$ cat src/rtl/jmb_mad2_pkg.sv
// jmb_mad2_pkg: shared types and widths for the jmb_mad2 multiply-add
// datapath and its round-robin scheduler.
//   state_e : scheduler FSM encoding (IDLE/CALC/RESP)
//   op_t    : one registered operand triple
package jmb_mad2_pkg;

  localparam int OP_W   = 8;   // operand width
  localparam int SUM_W  = 9;   // add_1 + add_2, never overflows
  localparam int PROD_W = 17;  // 510 * 255 = 130050 fits in 17 bits
  localparam int RES_W  = 32;  // result width on the response port
  localparam int CNT_W  = 16;  // completed-operation counter

  typedef enum logic [1:0] {
    IDLE = 2'd0,
    CALC = 2'd1,
    RESP = 2'd2
  } state_e;

  typedef struct packed {
    logic [OP_W-1:0] a1;
    logic [OP_W-1:0] a2;
    logic [OP_W-1:0] m;
  } op_t;

endpackage

$ cat src/rtl/jmb_mad2.sv
// jmb_mad2: combinational multiply-add, result = (add_1 + add_2) * mult.
// Ports:
//   add_1, add_2, mult : OP_W-bit unsigned operands
//   result             : RES_W-bit zero-extended product (no saturation)
module jmb_mad2
  import jmb_mad2_pkg::*;
(
  input  logic [OP_W-1:0]  add_1,
  input  logic [OP_W-1:0]  add_2,
  input  logic [OP_W-1:0]  mult,
  output logic [RES_W-1:0] result
);

  logic [SUM_W-1:0]  sum;
  logic [PROD_W-1:0] prod;

  always_comb begin
    // Widen before the add/multiply so the carry and full product survive.
    sum    = {1'b0, add_1} + {1'b0, add_2};
    prod   = {{(PROD_W-SUM_W){1'b0}}, sum} * {{(PROD_W-OP_W){1'b0}}, mult};
    result = {{(RES_W-PROD_W){1'b0}}, prod};
  end

endmodule

$ cat src/rtl/jmb_mad2_sched.sv
// jmb_mad2_sched: round-robin scheduler sharing one jmb_mad2 datapath
// among NUM_REQ requesters, one operation in flight at a time.
// Ports:
//   clock, reset          : rising-edge clock, synchronous active-high reset
//   req_valid/req_ready   : per-requester handshake, req_ready one-hot grant
//   req_add_1/_2/req_mult : packed operands, requester i at [8i+7:8i]
//   rsp_valid/rsp_ready   : response handshake with backpressure
//   rsp_id, rsp_data      : owner index and (a1+a2)*m result
//   busy                  : FSM not in IDLE
//   op_count              : completed responses, wraps at 2^16
// Timing: grant in T, CALC in T+1, rsp_valid from T+2 until accepted.
module jmb_mad2_sched
  import jmb_mad2_pkg::*;
#(
  parameter int NUM_REQ = 4,
  parameter int ID_W    = $clog2(NUM_REQ)
) (
  input  logic                    clock,
  input  logic                    reset,
  input  logic [NUM_REQ-1:0]      req_valid,
  output logic [NUM_REQ-1:0]      req_ready,
  input  logic [NUM_REQ*OP_W-1:0] req_add_1,
  input  logic [NUM_REQ*OP_W-1:0] req_add_2,
  input  logic [NUM_REQ*OP_W-1:0] req_mult,
  output logic                    rsp_valid,
  input  logic                    rsp_ready,
  output logic [ID_W-1:0]         rsp_id,
  output logic [RES_W-1:0]        rsp_data,
  output logic                    busy,
  output logic [CNT_W-1:0]        op_count
);

  state_e            state_q,      state_d;
  logic [ID_W-1:0]   last_grant_q, last_grant_d;
  logic [ID_W-1:0]   cur_id_q,     cur_id_d;
  op_t               op_q,         op_d;
  logic [RES_W-1:0]  rsp_data_q,   rsp_data_d;
  logic [CNT_W-1:0]  op_count_q,   op_count_d;

  logic [NUM_REQ-1:0] gnt_vec;
  logic [ID_W-1:0]    gnt_idx;
  logic               gnt_any;
  op_t                gnt_op;
  logic [RES_W-1:0]   mad_res;

  // Round-robin pick: scan from last_grant+1 upward, wrapping at NUM_REQ-1,
  // first set req_valid wins. Operands of the winner are muxed out here so
  // the IDLE capture is a plain register load.
  always_comb begin
    int idx;
    gnt_vec = '0;
    gnt_idx = '0;
    gnt_any = 1'b0;
    gnt_op  = '0;
    idx     = 0;
    for (int k = 1; k <= NUM_REQ; k++) begin
      idx = int'(last_grant_q) + k;
      if (idx >= NUM_REQ) idx = idx - NUM_REQ;
      if (!gnt_any && req_valid[idx]) begin
        gnt_any      = 1'b1;
        gnt_vec[idx] = 1'b1;
        gnt_idx      = ID_W'(idx);
        gnt_op.a1    = req_add_1[idx*OP_W +: OP_W];
        gnt_op.a2    = req_add_2[idx*OP_W +: OP_W];
        gnt_op.m     = req_mult[idx*OP_W +: OP_W];
      end
    end
  end

  jmb_mad2 u_mad2 (
    .add_1  (op_q.a1),
    .add_2  (op_q.a2),
    .mult   (op_q.m),
    .result (mad_res)
  );

  always_comb begin
    state_d      = state_q;
    last_grant_d = last_grant_q;
    cur_id_d     = cur_id_q;
    op_d         = op_q;
    rsp_data_d   = rsp_data_q;
    op_count_d   = op_count_q;
    req_ready    = '0;
    unique case (state_q)
      IDLE: begin
        // A grant shown during reset would be lost by the requester, so
        // hold it off; everything else is a pure function of req_valid.
        if (!reset) req_ready = gnt_vec;
        if (gnt_any) begin
          state_d      = CALC;
          last_grant_d = gnt_idx;
          cur_id_d     = gnt_idx;
          op_d         = gnt_op;
        end
      end
      CALC: begin
        rsp_data_d = mad_res;
        state_d    = RESP;
      end
      RESP: begin
        if (rsp_ready) begin
          op_count_d = op_count_q + CNT_W'(1);
          state_d    = IDLE;
        end
      end
      default: state_d = IDLE;
    endcase
  end

  always_ff @(posedge clock) begin
    if (reset) begin
      state_q      <= IDLE;
      last_grant_q <= ID_W'(NUM_REQ - 1);
      cur_id_q     <= '0;
      op_q         <= '0;
      rsp_data_q   <= '0;
      op_count_q   <= '0;
    end else begin
      state_q      <= state_d;
      last_grant_q <= last_grant_d;
      cur_id_q     <= cur_id_d;
      op_q         <= op_d;
      rsp_data_q   <= rsp_data_d;
      op_count_q   <= op_count_d;
    end
  end

  assign rsp_valid = (state_q == RESP);
  assign busy      = (state_q != IDLE);
  assign rsp_id    = cur_id_q;
  assign rsp_data  = rsp_data_q;
  assign op_count  = op_count_q;

endmodule

$ cat config.mk
export PLATFORM = sky130hd
export DESIGN_NAME = jmb_mad2_sched
export DESIGN_NICKNAME = d
export VERILOG_FILES = /design/src/rtl/jmb_mad2_pkg.sv /design/src/rtl/jmb_mad2.sv /design/src/rtl/jmb_mad2_sched.sv
export SDC_FILE = /design/constraint.sdc
export NUM_CORES = 1
export LEC_CHECK = 0
export BUFFER_PORTS_ARGS = -buffer_cell sky130_fd_sc_hd__buf_4
export CAP_MARGIN = 30
export CORE_MARGIN = 4
export CORE_UTILIZATION = 50
export CTS_CLUSTER_SIZE = 16
export DETAILED_ROUTE_END_ITERATION = 10
export PLACE_DENSITY = 0.76
export SLEW_MARGIN = 5
export SYNTH_ARGS = -nofsm -noshare
export SYNTH_HDL_FRONTEND = slang
export SYNTH_SLANG_ARGS = --single-unit
$ cat constraint.sdc
create_clock -name clock -period 5.8 [get_ports clock]
set_input_delay 0.58 -clock clock [delete_from_list [all_inputs] [get_ports clock]]
set_output_delay 0.58 -clock clock [all_outputs]
set_load 0.01 [all_outputs]
## Word level (Yosys, flattened, before mapping)

Cells that the tools add are included.

| operators by class | value |
|---|---|
| add/subtract/negate cells | 10 |
| $mul | 1 |
| divide/modulo/power cells | 0 |
| magnitude comparators | 12 |
| equality and inequality tests | 4 |
| shift operators | 12 |
| multiplexer cells | 45 |
| bitwise gates (word level) | 3 |
| reduce and logical (&&, ||, !) cells | 15 |

Operator list:

| operator | count |
|---|---|
| 32-bit by 32-bit variable part select with 8-bit output | 12 |
| 32-bit by 1-bit greater-or-equal comparator with 1-bit output, second input constant | 4 |
| 32-bit by 4-bit < comparator with 1-bit output, second input constant | 4 |
| 32-bit 2-to-1 mux | 4 |
| 24-bit 2-to-1 mux | 4 |
| 4-bit 2-to-1 mux | 6 |
| 9-bit by 8-bit multiplier with 17-bit output | 1 |
| 16-bit by 1-bit adder with 16-bit output, second input constant | 1 |
| 1-bit 2-to-1 mux | 16 |
| 2-bit 2-to-1 mux | 6 |
| 4-bit bitwise OR | 3 |
| 3-bit by 3-bit subtractor with 4-bit output, second input constant | 3 |
| 8-bit by 8-bit adder with 9-bit output | 1 |
| 3-bit greater-or-equal comparator, second input constant | 3 |
| 1-bit binary-select mux with 2-bit select | 4 |
| 1-bit demux with 2-bit select | 4 |
| 1-bit logical AND | 7 |
| 2-bit by 2-bit adder with 3-bit output, second input constant | 2 |
| 2-bit case mux with 3 select lines | 1 |
| 2-bit AND reduction | 3 |
| 4-bit by 3-bit subtractor with 5-bit output, second input constant | 1 |
| 2-bit by 3-bit adder with 4-bit output, second input constant | 1 |
| 4-bit by 3-bit greater-or-equal comparator with 1-bit output, second input constant | 1 |
| 2-bit by 1-bit adder with 3-bit output, second input constant | 1 |
| 7 further kinds | 9 |

| storage, ports and cells | value |
|---|---|
| flip-flop bits (word level) | 63 |
| latch bits | 0 |
| memory bits (writable) | 0 |
| bits in read-only memories | 0 |
| input bits | 103 |
| output and inout port bits | 56 |
| logic and storage cells | 110 |
| memories kept | 0 |

## Logic depth before layout (Yosys ltp)

Gate-level depths: netlist of the first run.

| depth | value |
|---|---|
| depth in word-level cells | 18 |
| mapped depth | 24 |
| mapped depth without buffers | 24 |

## By module

A second synthesis of the first run with hierarchy kept.

| unflattened totals | value |
|---|---|
| cells, all modules | 999 |
| area total of the unflattened synthesis | 9072.5 sq um |

Modules (own cells, without submodules):

| module | instances | cells an instance | area an instance (sq um) | seq. area each (sq um) |
|---|---|---|---|---|
| jmb_mad2_sched | 1 | 677 | 6344.8 | 1561.5 |
| jmb_mad2 | 1 | 322 | 2727.6 | 0.0 |

## Worst setup path after synthesis of the first run

OpenSTA, ideal clock, no wires.

| path | value |
|---|---|
| path kind | reg2reg |
| start | register op_q[8] (netlist bit) |
| end | register rsp_data_q[16], in the netlist rsp_data[16] |
| data arrival time | 5.528 ns |
| data required time | 5.714 ns |
| slack | 0.187 ns |
| cell stages (with the launch flop) | 25 |
| path buffers | 1 |
| path through | dfxtp_1 -> ha_1 -> inv_1 -> fa_1 -> nor2b_1 -> o21ai_0 -> a21boi_0 -> o21a_1 -> or3_1 -> clkbuf_1 -> nand3_1 -> fa_1 -> inv_1 -> fa_1 -> fa_1 -> inv_1 -> fa_1 -> inv_1 -> ha_1 -> a21oi_1 -> o211ai_1 -> a211oi_1 -> a21boi_0 -> xnor2_1 -> a211oi_1 |

| on the way | value |
|---|---|
| longest elaborated chain between the ends | 2 |

RTL lines:

| what | line | source |
|---|---|---|
| start, declared | jmb_mad2_sched.sv:36 | `op_t op_q, op_d;` |
| start signal, assigned | jmb_mad2_sched.sv:123 | `op_q <= op_d;` |
| 8-bit by 8-bit adder with 9-bit output | jmb_mad2.sv:19 | `sum = {1'b0, add_1} + {1'b0, add_2};` |
| 9-bit by 8-bit multiplier with 17-bit output | jmb_mad2.sv:20 | `prod = {{(PROD_W-SUM_W){1'b0}}, sum} * {{(PROD_W-OP_W){1'b0}}, mult};` |
| end signal, assigned | jmb_mad2_sched.sv:124 | `rsp_data_q <= rsp_data_d;` |
| end, declared | jmb_mad2_sched.sv:37 | `logic [RES_W-1:0] rsp_data_q, rsp_data_d;` |

No other way between the ends.
A chain may end at the register's enable or synchronous reset.

## Worst setup path after layout of the first run

Same ends and word-level chain as after synthesis.

==> results of run 1 <==
-- logic make-up (layout without fill, tap and decap cells) --
kind of cell	Yosys count	count (layout)	synth area share [%]
flops	63	63	15.1
other cells	1	15	0.0448
fa+ha+maj	97	97	18.4
simple gates	293	293	17.5
xor+xnor	24	24	2.51
compound gates	208	208	16.1
buf+inv	173	271	9.34
mux	109	109	21.1
-- flip-flops by register name, indices dropped and copies added (netlist names) --
register      count
state_q           2
rsp_data         17
op_count         16
op_q             24
rsp_id            2
last_grant_q      2
-- area by class of cell --
type                       count  area (um2)
clock inverter                 3        17.5
sequential                    63        1270
timing repair buffer         156        1190
fill                        1471        6660
tap                          220         275
inverter                      99         372
multi-input combinational    746        6430
clock buffer                  13         260
-- final timing paths --
check	to	slack (ns)	depth (start not counted)
min reg2reg	rsp_data[8]$_SDFFE_PP0N_	0.45	2
max reg2reg	rsp_data[16]$_SDFFE_PP0N_	0.32	23
max	rsp_data[16]$_SDFFE_PP0N_	0.32	23
min	rsp_data[8]$_SDFFE_PP0N_	0.45	2
-- cells in the mapped netlist (all sizes together) (4+ instances only) --
master  instances
o21ai          70
mux2           29
a22oi           5
nand2          99
or3             6
dfxtp          63
a21o            5
nor2b          31
a221o          25
a21oi          53
nand2b          9
nand3          14
xor2           13
buf            45
a21boi          4
clkbuf         29
nor3           28
nor2           52
mux2i          29
a211oi         31
a221oi          5
and2           32
ha             54
xnor2          11
inv            99
fa             43
and3            9
mux4           51
-- critical path, cell delays in order (launching register included) --
cell	delay [ns]
dfxtp_1	0.31
ha_1	0.20
inv_1	0.07
fa_1	0.19
nor2b_1	0.05
o21ai_1	0.18
a21boi_2	0.09
o21a_1	0.19
or3_1	0.34
buf_4	0.17
and3_1	0.19
fa_1	0.50
inv_1	0.05
fa_1	0.47
fa_1	0.52
fa_1	0.54
inv_1	0.04
ha_1	0.34
nand3_1	0.09
a21oi_1	0.04
a211oi_1	0.29
a21boi_0	0.15
xnor2_1	0.15
a211oi_1	0.21
-- power breakdown --
part	internal [W]	switching (W)
Combinational	0.00178	0.00224
Sequential	0.000552	0.000105
Clock	0.000311	0.000194
-- stage by stage --
step	utilization, %	hold WS [ns]
2_1_floorplan	-	0.438
3_3_place_gp	57.5	0.439
3_5_place_dp	57.5	0.446
4_1_cts	59.2	0.453
5_1_grt	59.6	0.462
6_report	59.6	0.449
-- routing by layer --
layer  track usage (%)  vias up  wire length, um
li1                  -     3604                -
met1              30.1     3509             8840
met2              36.0      268             9720
met3              3.47       32             1410
met4              6.76        0              361
met5                 0        -                0
==> results.py, run 1 <==
metrics = {
    "run_status": {
        "status": "finished, final reports clean",
    },
    "clocking": {
        "path_clk_slew_ns": 0.06,
        "cts_num_sinks": 63,
        "clock_path_buffers": 2,
        "cts_made_buffers": 9,
        "clk_latency_ns": 0.33,
        "root_buffer": "clkbuf_16",
        "cts_setup_buffers": 0,
        "cts_tree": "done",
        "hold_buffers": 0,
        "cts_resized": 0,
        "htreeDepth": 3,
    },
    "logic_synthesis": {
        "synth_top_cell_area_share_pct": 15.1,
        "synth.largest_area_cell": "dfxtp_1",
        "yosys_warnings": 0,
        "ys_seq_area_share_pct": 15.1,
        "yosys-top-cells-area": "dfxtp_1 15%, mux4_2 14%, fa_1 10%, ha_1 8.1%, inv_1 4.4%",
        "synth_cells": 968,
        "synth_area_mm2": 0.00836,
        "async_flop_share_pct": 0,
        "ys.flop_type": "dfxtp_1",
        "yosys.cell_types.count": 56,
        "yosys_register_bits": 63,
        "synth_edf_count": 0,
        "syn_avg_cell_area_um2": 8.64,
    },
    "drt": {
        "drt_pass1_iterations": 5,
        "vias": 7413,
        "ant_nets": 0,
        "routed_wl_mm": 20.3,
        "drt_iter0_markers": 393,
        "post_drt_wl_per_cell_um": 15.6,
        "routed_via_density": 5.70,
        "drc": 0,
    },
    "cells_and_area": {
        "final_cells": 1300,
        "final_common_cell": "buf_4",
        "design_area_mm2": 0.00981,
        "nets": 1275,
        "diodes": 0,
        "area_growth_pct": 17.3,
        "drive_gt1_share_pct": 25.1,
        "final_cell_mix": "155 x buf_4, 99 x inv_1, 98 x nand2_1",
    },
    "critical_path": {
        "crit_path_end_kind": "flip-flop",
        "timing.rr.start": "op_q[8]$_SDFFE_PP0P_",
        "start_kind": "flip-flop",
        "cp_max_fo": 7,
        "crit_arrival_ns": 5.73,
        "crit_type": "reg -> reg",
        "crit_path_start": "op_q[8]$_SDFFE_PP0P_",
        "worstPathRequired_ns": 6.05,
    },
    "sta": {
        "tightest_slew_ns": 0.967,
        "final.min_clock_period_ns": 5.48,
        "drv_slew": 0,
        "rsz0062_at_grt": "false",
        "fmax_ghz": 0.182,
        "clock_skew_ns": 0.0107,
        "min_period_over_period_pct": 94.5,
        "finalSetupViolCount": 0,
        "relSlewSlack_pct": 35.4,
        "setup_ws_ns": 0.318,
        "setup_tns_ns": 0,
        "hold_viol_final": 0,
    },
    "floorplan": {
        "coreArea_mm2": 0.0165,
        "die_area_mm2": 0.0189,
        "ios": 159,
        "rows": 47,
        "fp.dieH_um": 137,
        "start_util_pct": 50.8,
        "die_w_um": 137,
    },
    "global_routing": {
        "grt_use_total_pct": 22.0,
        "antenna_found_initial": 0,
        "grt_overflow": 0,
        "grt_pass1_vias": 7038,
        "grt_pass1_wl_mm": 34.1,
        "grt_start_max_net_pins": 83,
    },
    "min_path": {
        "min_path_type": "reg -> reg",
        "hold_path.startpoint": "rsp_data[8]$_SDFFE_PP0N_",
    },
    "placement": {
        "port-buffer-count": 143,
        "place_worst_setup_slack_ns": 0.0974,
        "gp_congestion": 0.900,
        "dp_hpwl_mm": 15.6,
        "placed_cell_area_mm2": 0.00947,
        "post-place-cells": 1283,
    },
    "power": {
        "powerDensity_mw_per_mm2": 529,
        "power_w": 0.00519,
        "vdd_ir_drop_max_mv": 0.339,
        "p_leak_nw": 4.52,
    },
    "run": {
        "drv_cap": 0,
    },
}
Power figures use the tool's default switching activity.
==> inputs of run 2 (changes only) <==
Settings changed: REMOVE_ABC_BUFFERS set to 1.
Clock period 5.8 ns to 4.8 ns, I/O delays scaled along.
==> run 2 against run 1 <==
Effect of this change: the run now ends with negative setup slack left; worst setup slack worse by 0.71 ns; hold slack worse by 0.025 ns; routed wire length up 8.6%; register-to-register slack worse by 0.71 ns; final area up 8.2%; sequential power up 22%; combinational power up 57%; flip-flop and latch count unchanged; critical path depth unchanged; fmax up 5.5%; core utilization up 4.9 points; largest power group unchanged; non-clock buffer count up 61.
==> results.py, run 2 (same netlist as run 1, synthesis figures left out) <==
metrics = {
    "run_status": {
        "status": "finished with violations",
        "violations": "negative setup slack",
    },
    "cells_and_area": {
        "area_growth_pct": 26.9,
        "nets": 1336,
        "diodes": 0,
        "fin_util_pct": 64.5,
        "top_register": "op_q",
        "final_common_cell": "buf_4",
        "largest_reg_flops": 24,
        "final_cell_mix": "212 x buf_4, 97 x nand2_1, 93 x inv_1",
        "drive_gt1_share_pct": 34.3,
    },
    "clocking": {
        "cts_made_buffers": 9,
        "root_buffer": "clkbuf_16",
        "clock_path_buffers": 2,
        "clk_latency_ns": 0.33,
        "htreeDepth": 3,
        "hold_buffers": 0,
        "path_clk_slew_ns": 0.06,
        "cts_num_sinks": 63,
        "cts_tree": "done",
    },
    "drt": {
        "routed_via_density": 5.65,
        "drc": 0,
        "drt_pass1_iterations": 5,
        "ant_nets": 0,
        "routed_wl_mm": 22.1,
        "vias": 7695,
        "drt_iter0_markers": 400,
        "post_drt_wl_per_cell_um": 16.2,
    },
    "sta": {
        "tightest_slew_ns": 0.963,
        "fmax_ghz": 0.192,
        "finalSetupViolCount": 8,
        "hold_viol_final": 0,
        "relSlewSlack_pct": 35.8,
        "setup_ws_ns": -0.396,
        "drv_slew": 0,
        "min_period_over_period_pct": 108,
        "clock_skew_ns": 0.00484,
        "rsz0062_at_grt": "true",
        "final.min_clock_period_ns": 5.20,
    },
    "global_routing": {
        "grt_use_total_pct": 23.4,
        "grt_pass1_vias": 7481,
        "grt_start_max_net_pins": 82,
        "grt_overflow": 0,
        "grt_pass1_wl_mm": 36.2,
        "antenna_found_initial": 0,
    },
    "critical_path": {
        "cp_slowest_cell": "fa_1",
        "cp_max_fo": 7,
        "path_cells": "ha_4 > inv_2 > fa_2 > nor2b_2 > o21ai_2 > a21boi_2 > o21a_1 > buf_4 > o21ai_2 > buf_6 > and3_4 > fa_1 > inv_1 > fa_1 > fa_1 > fa_1 > inv_1 > ha_4 > or3_4 > o22a_1 > a21oi_2 > xor2_1 > o21ai_1",
        "crit_path_start": "op_q[16]$_SDFFE_PP0P_",
        "start_kind": "flip-flop",
        "crit_arrival_ns": 5.42,
        "timing.rr.start": "op_q[16]$_SDFFE_PP0P_",
        "crit_path_end_kind": "flip-flop",
        "crit_top_cell": "fa_1",
        "worstPathRequired_ns": 5.02,
        "crit_type": "reg -> reg",
        "ff2ff_path_depth": 23,
        "critPathMaxStageDelay_ns": 0.50,
    },
    "floorplan": {
        "ios": 159,
        "rows": 47,
        "fp.dieH_um": 137,
        "die_w_um": 137,
        "die_area_mm2": 0.0189,
        "start_util_pct": 50.8,
        "coreArea_mm2": 0.0165,
    },
    "power": {
        "p_leak_nw": 4.85,
        "vdd_ir_drop_max_mv": 0.449,
        "powerDensity_mw_per_mm2": 733,
        "power_w": 0.00778,
    },
    "placement": {
        "gp_congestion": 0.893,
        "port-buffer-count": 143,
        "dp_hpwl_mm": 15.8,
    },
    "min_path": {
        "min_path_cells": 3,
        "min_path_type": "in -> reg",
        "hold_path.startpoint": "rsp_ready",
    },
    "run": {
        "drv_cap": 0,
    },
}
## run 2: changes by cell type in the layout (fill, tap and decap cells not counted), moves of 6 or more
cell	change
ha_4	+12
buf_4	+57
inv_1	-6
o21ai_0	-8
ha_1	-12
inv_2	+6
## run 2: repair_timing
item,4_1_cts,5_1_grt
pin swaps,47,37
endpoints found under the setup margin,11,11
setup buffers,11,3
endpoints found under the hold margin,0,0
gates resized for setup,61,28
## run 2: path summary, 6_finish.rpt
| check | to | slack [ns] |
|---|---|---|
| setup / recovery | rsp_data[14]$_SDFFE_PP0N_ | -0.40 |
| hold / removal | state_q[1]$_SDFFE_PP0P_ | 0.42 |
| setup reg to reg | rsp_data[14]$_SDFFE_PP0N_ | -0.40 |
| hold reg to reg | rsp_data[5]$_SDFFE_PP0N_ | 0.45 |
## run 2: power by group
| part | total, W | internal (W) | switching [W] |
|---|---|---|---|
| Combinational | 0.00631 | 0.00307 | 0.00324 |
| Clock | 0.000663 | 0.000404 | 0.000259 |
| Sequential | 0.000802 | 0.000668 | 0.000134 |
## run 2: per-stage QoR
step           setup WS [ns]  area [um2]  std cells  hold slack (ns)  TNS, ns
2_1_floorplan          -3.23        8010        908            0.429  -106.50
3_3_place_gp          -0.734        9820       1331            0.440    -5.43
3_5_place_dp          -0.785        9820       1331            0.445    -6.22
4_1_cts               -0.428       10500       1358            0.419    -2.80
5_1_grt               -0.682       10600       1361            0.456    -4.91
6_report              -0.396       10600       1361            0.424    -2.65
## run 2: layout make-up
type                       count  area, um2
tap                          220        275
clock inverter                 7       71.3
multi-input combinational    746       6750
sequential                    63       1270
timing repair buffer         217       1650
clock buffer                   9        225
fill                        1383       5850
inverter                      99        372
## run 2: critical path: cells and delay by family, from the launching register on
kind                     cells  cell delay [ns]
AO/OA/AOI/OAI                7             0.91
AND/OR/NAND/NOR              3             0.66
flip-flops                   1             0.35
adder cells (fa/ha/maj)      7             2.59
XOR/XNOR                     1             0.15
buffers and inverters        5             0.42
## run 2: layer usage
layer / vias up / global-route usage, % / wire [um]
met5: - / 0 / 0
met4: 0 / 5.93 / 367
met3: 42 / 3.65 / 1210
met2: 239 / 40.3 / 11000
met1: 3698 / 30.8 / 9520
li1: 3716 / - / -
==> inputs of run 3 (changes only) <==
Settings changed: PLACE_DENSITY 0.76 to 0.73.
Clock period 4.8 ns to 5.3 ns, I/O delays scaled along.
==> run 3 against run 2 <==
Effect of this change: final area is 3.3% lower; critical path depth up 2; via count shrank 3.4%; fmax is 1.4% lower; the flow now finishes without violations; worst setup slack better by 0.42 ns; highest routed layer unchanged.
==> results.py, run 3 (same netlist as run 1, synthesis figures left out) <==
metrics = {
    "global_routing": {
        "grt_pass1_vias": 7398,
        "antenna_found_initial": 0,
        "grt_pass1_wl_mm": 34.5,
        "grt_start_max_net_pins": 82,
        "grt_overflow": 0,
        "grt_use_total_pct": 22.2,
    },
    "cells_and_area": {
        "diodes": 0,
        "largest_reg_flops": 24,
        "final_cell_mix": "191 x buf_4, 97 x nand2_1, 95 x inv_1",
        "top_register": "op_q",
        "design_area_mm2": 0.0103,
        "drive_gt1_share_pct": 29.7,
        "area_growth_pct": 22.7,
        "nets": 1311,
        "final_common_cell": "buf_4",
        "final_cells": 1336,
    },
    "power": {
        "intPower_w": 0.00345,
        "p_leak_nw": 4.71,
        "sequentialPowerShare_pct": 11.7,
        "comb_power_share_pct": 78.1,
        "powerDensity_mw_per_mm2": 625,
        "clkPwrFrac_pct": 10.1,
        "p_sw_w": 0.00297,
        "sw_frac_of_total_pct": 46.3,
        "power_w": 0.00642,
        "vdd_ir_drop_max_mv": 0.367,
    },
    "drt": {
        "routed_wl_mm": 20.9,
        "ant_nets": 0,
        "drt_iter0_markers": 343,
        "drt_pass1_iterations": 5,
        "routed_via_density": 5.57,
        "vias": 7435,
        "post_drt_wl_per_cell_um": 15.6,
        "drc": 0,
    },
    "clocking": {
        "cts_num_sinks": 63,
        "clk_latency_ns": 0.34,
        "clock_path_buffers": 2,
        "cts_tree": "done",
        "path_clk_slew_ns": 0.05,
        "cts_made_buffers": 9,
        "htreeDepth": 3,
        "root_buffer": "clkbuf_16",
    },
    "floorplan": {
        "coreArea_mm2": 0.0165,
        "die_area_mm2": 0.0189,
        "ios": 159,
        "fp.dieH_um": 137,
        "rows": 47,
        "die_w_um": 137,
        "start_util_pct": 50.8,
    },
    "critical_path": {
        "worstPathRequired_ns": 5.55,
        "crit_type": "reg -> reg",
        "crit_path_end_kind": "flip-flop",
        "crit_arrival_ns": 5.52,
        "cp_slowest_cell": "fa_1",
        "start_kind": "flip-flop",
        "critPathMaxStageDelay_ns": 0.54,
        "path_buf_inv": 6,
        "path_delay_family": "adder cells",
        "cp_max_fo": 7,
    },
    "placement": {
        "port-buffer-count": 143,
        "gp_congestion": 0.892,
        "place_worst_setup_slack_ns": -0.245,
        "post-place-cells": 1318,
        "placed_cell_area_mm2": 0.00972,
        "dp_hpwl_mm": 15.4,
    },
    "sta": {
        "hold_ws_ns": 0.447,
        "rsz0062_at_grt": "true",
        "tightest_slew_ns": 0.911,
        "relSlewSlack_pct": 39.2,
        "hold_viol_final": 0,
        "setup_ws_ns": 0.0282,
        "drv_slew": 0,
        "final.min_clock_period_ns": 5.27,
        "clock_skew_ns": 0.00661,
        "fmax_ghz": 0.190,
        "finalSetupViolCount": 0,
        "min_period_over_period_pct": 99.5,
    },
    "run_status": {
        "status": "finished, final reports clean",
    },
    "min_path": {
        "min_path_type": "reg -> reg",
    },
    "run": {
        "drv_cap": 0,
    },
}
-- run 3: cell types whose count changed in the layout (fill, tap and decap cells not counted), sizes merged --
| cell | change |
|---|---|
| buf | -25 |
| clkbuf | +4 |
| bufinv | +1 |
| clkinv | -3 |
| inv | -2 |
-- run 3: worst paths after layout --
check,startpoint,to,slack [ns],depth (start not counted)
worst max register to register,op_q[16]$_SDFFE_PP0P_,rsp_data[16]$_SDFFE_PP0N_,0.03,25
worst max-delay path,op_q[16]$_SDFFE_PP0P_,rsp_data[16]$_SDFFE_PP0N_,0.03,25
worst min register to register,rsp_data[8]$_SDFFE_PP0N_,rsp_data[8]$_SDFFE_PP0N_,0.45,2
worst min-delay path,rsp_data[8]$_SDFFE_PP0N_,rsp_data[8]$_SDFFE_PP0N_,0.45,2
-- run 3: layer usage --
| layer | share of wire [%] | GRT usage [%] | up-vias | routed length (um) |
|---|---|---|---|---|
| met5 | 0 | 0 | - | 0 |
| met3 | 5.0 | 3.47 | 18 | 1050 |
| met2 | 50 | 37.5 | 192 | 10500 |
| met1 | 44 | 29.9 | 3557 | 9090 |
| li1 | - | - | 3668 | - |
| met4 | 1.2 | 5.82 | 0 | 252 |
-- run 3: cell type report --
| cell class | count | area [um2] |
|---|---|---|
| Multi-Input combinational cell | 746 | 6570 |
| Clock inverter | 3 | 65.1 |
| Timing Repair Buffer | 192 | 1450 |
| Fill cell | 1460 | 6210 |
| Clock buffer | 13 | 260 |
| Tap cell | 220 | 275 |
| Sequential cell | 63 | 1270 |
| Inverter | 99 | 372 |
-- run 3: metrics by stage --
stage          setup TNS, ns  util, %
3_3_place_gp          -0.881     59.1
6_report                   0     62.3
5_1_grt                -1.24     62.3
3_5_place_dp           -1.29     59.1
2_1_floorplan         -86.71        -
4_1_cts                    0     61.8
-- run 3: power by group through the flow --
stage / registers [W] / clock network [W] / logic, W
floorplan: 0.000865 / 0 / 0.00322
CTS: 0.000753 / 0.000658 / 0.00481
detailed placement: 0.000758 / 0 / 0.00457
global placement: 0.000750 / 0 / 0.00449
finish: 0.000753 / 0.000650 / 0.00501
global route: 0.000771 / 0.000678 / 0.00561
-- run 3: tightest hold or removal path: stages, from the launching register on --
cell	delay, ns
dfxtp_1	0.30
nand2_1	0.05
a21oi_1	0.05
-- run 3: timing repair --
action	CTS	global route
gates resized for setup	30	14
endpoints found under the setup margin	8	8
setup buffers	2	0
pin swaps	19	34
hold buffers	0	0
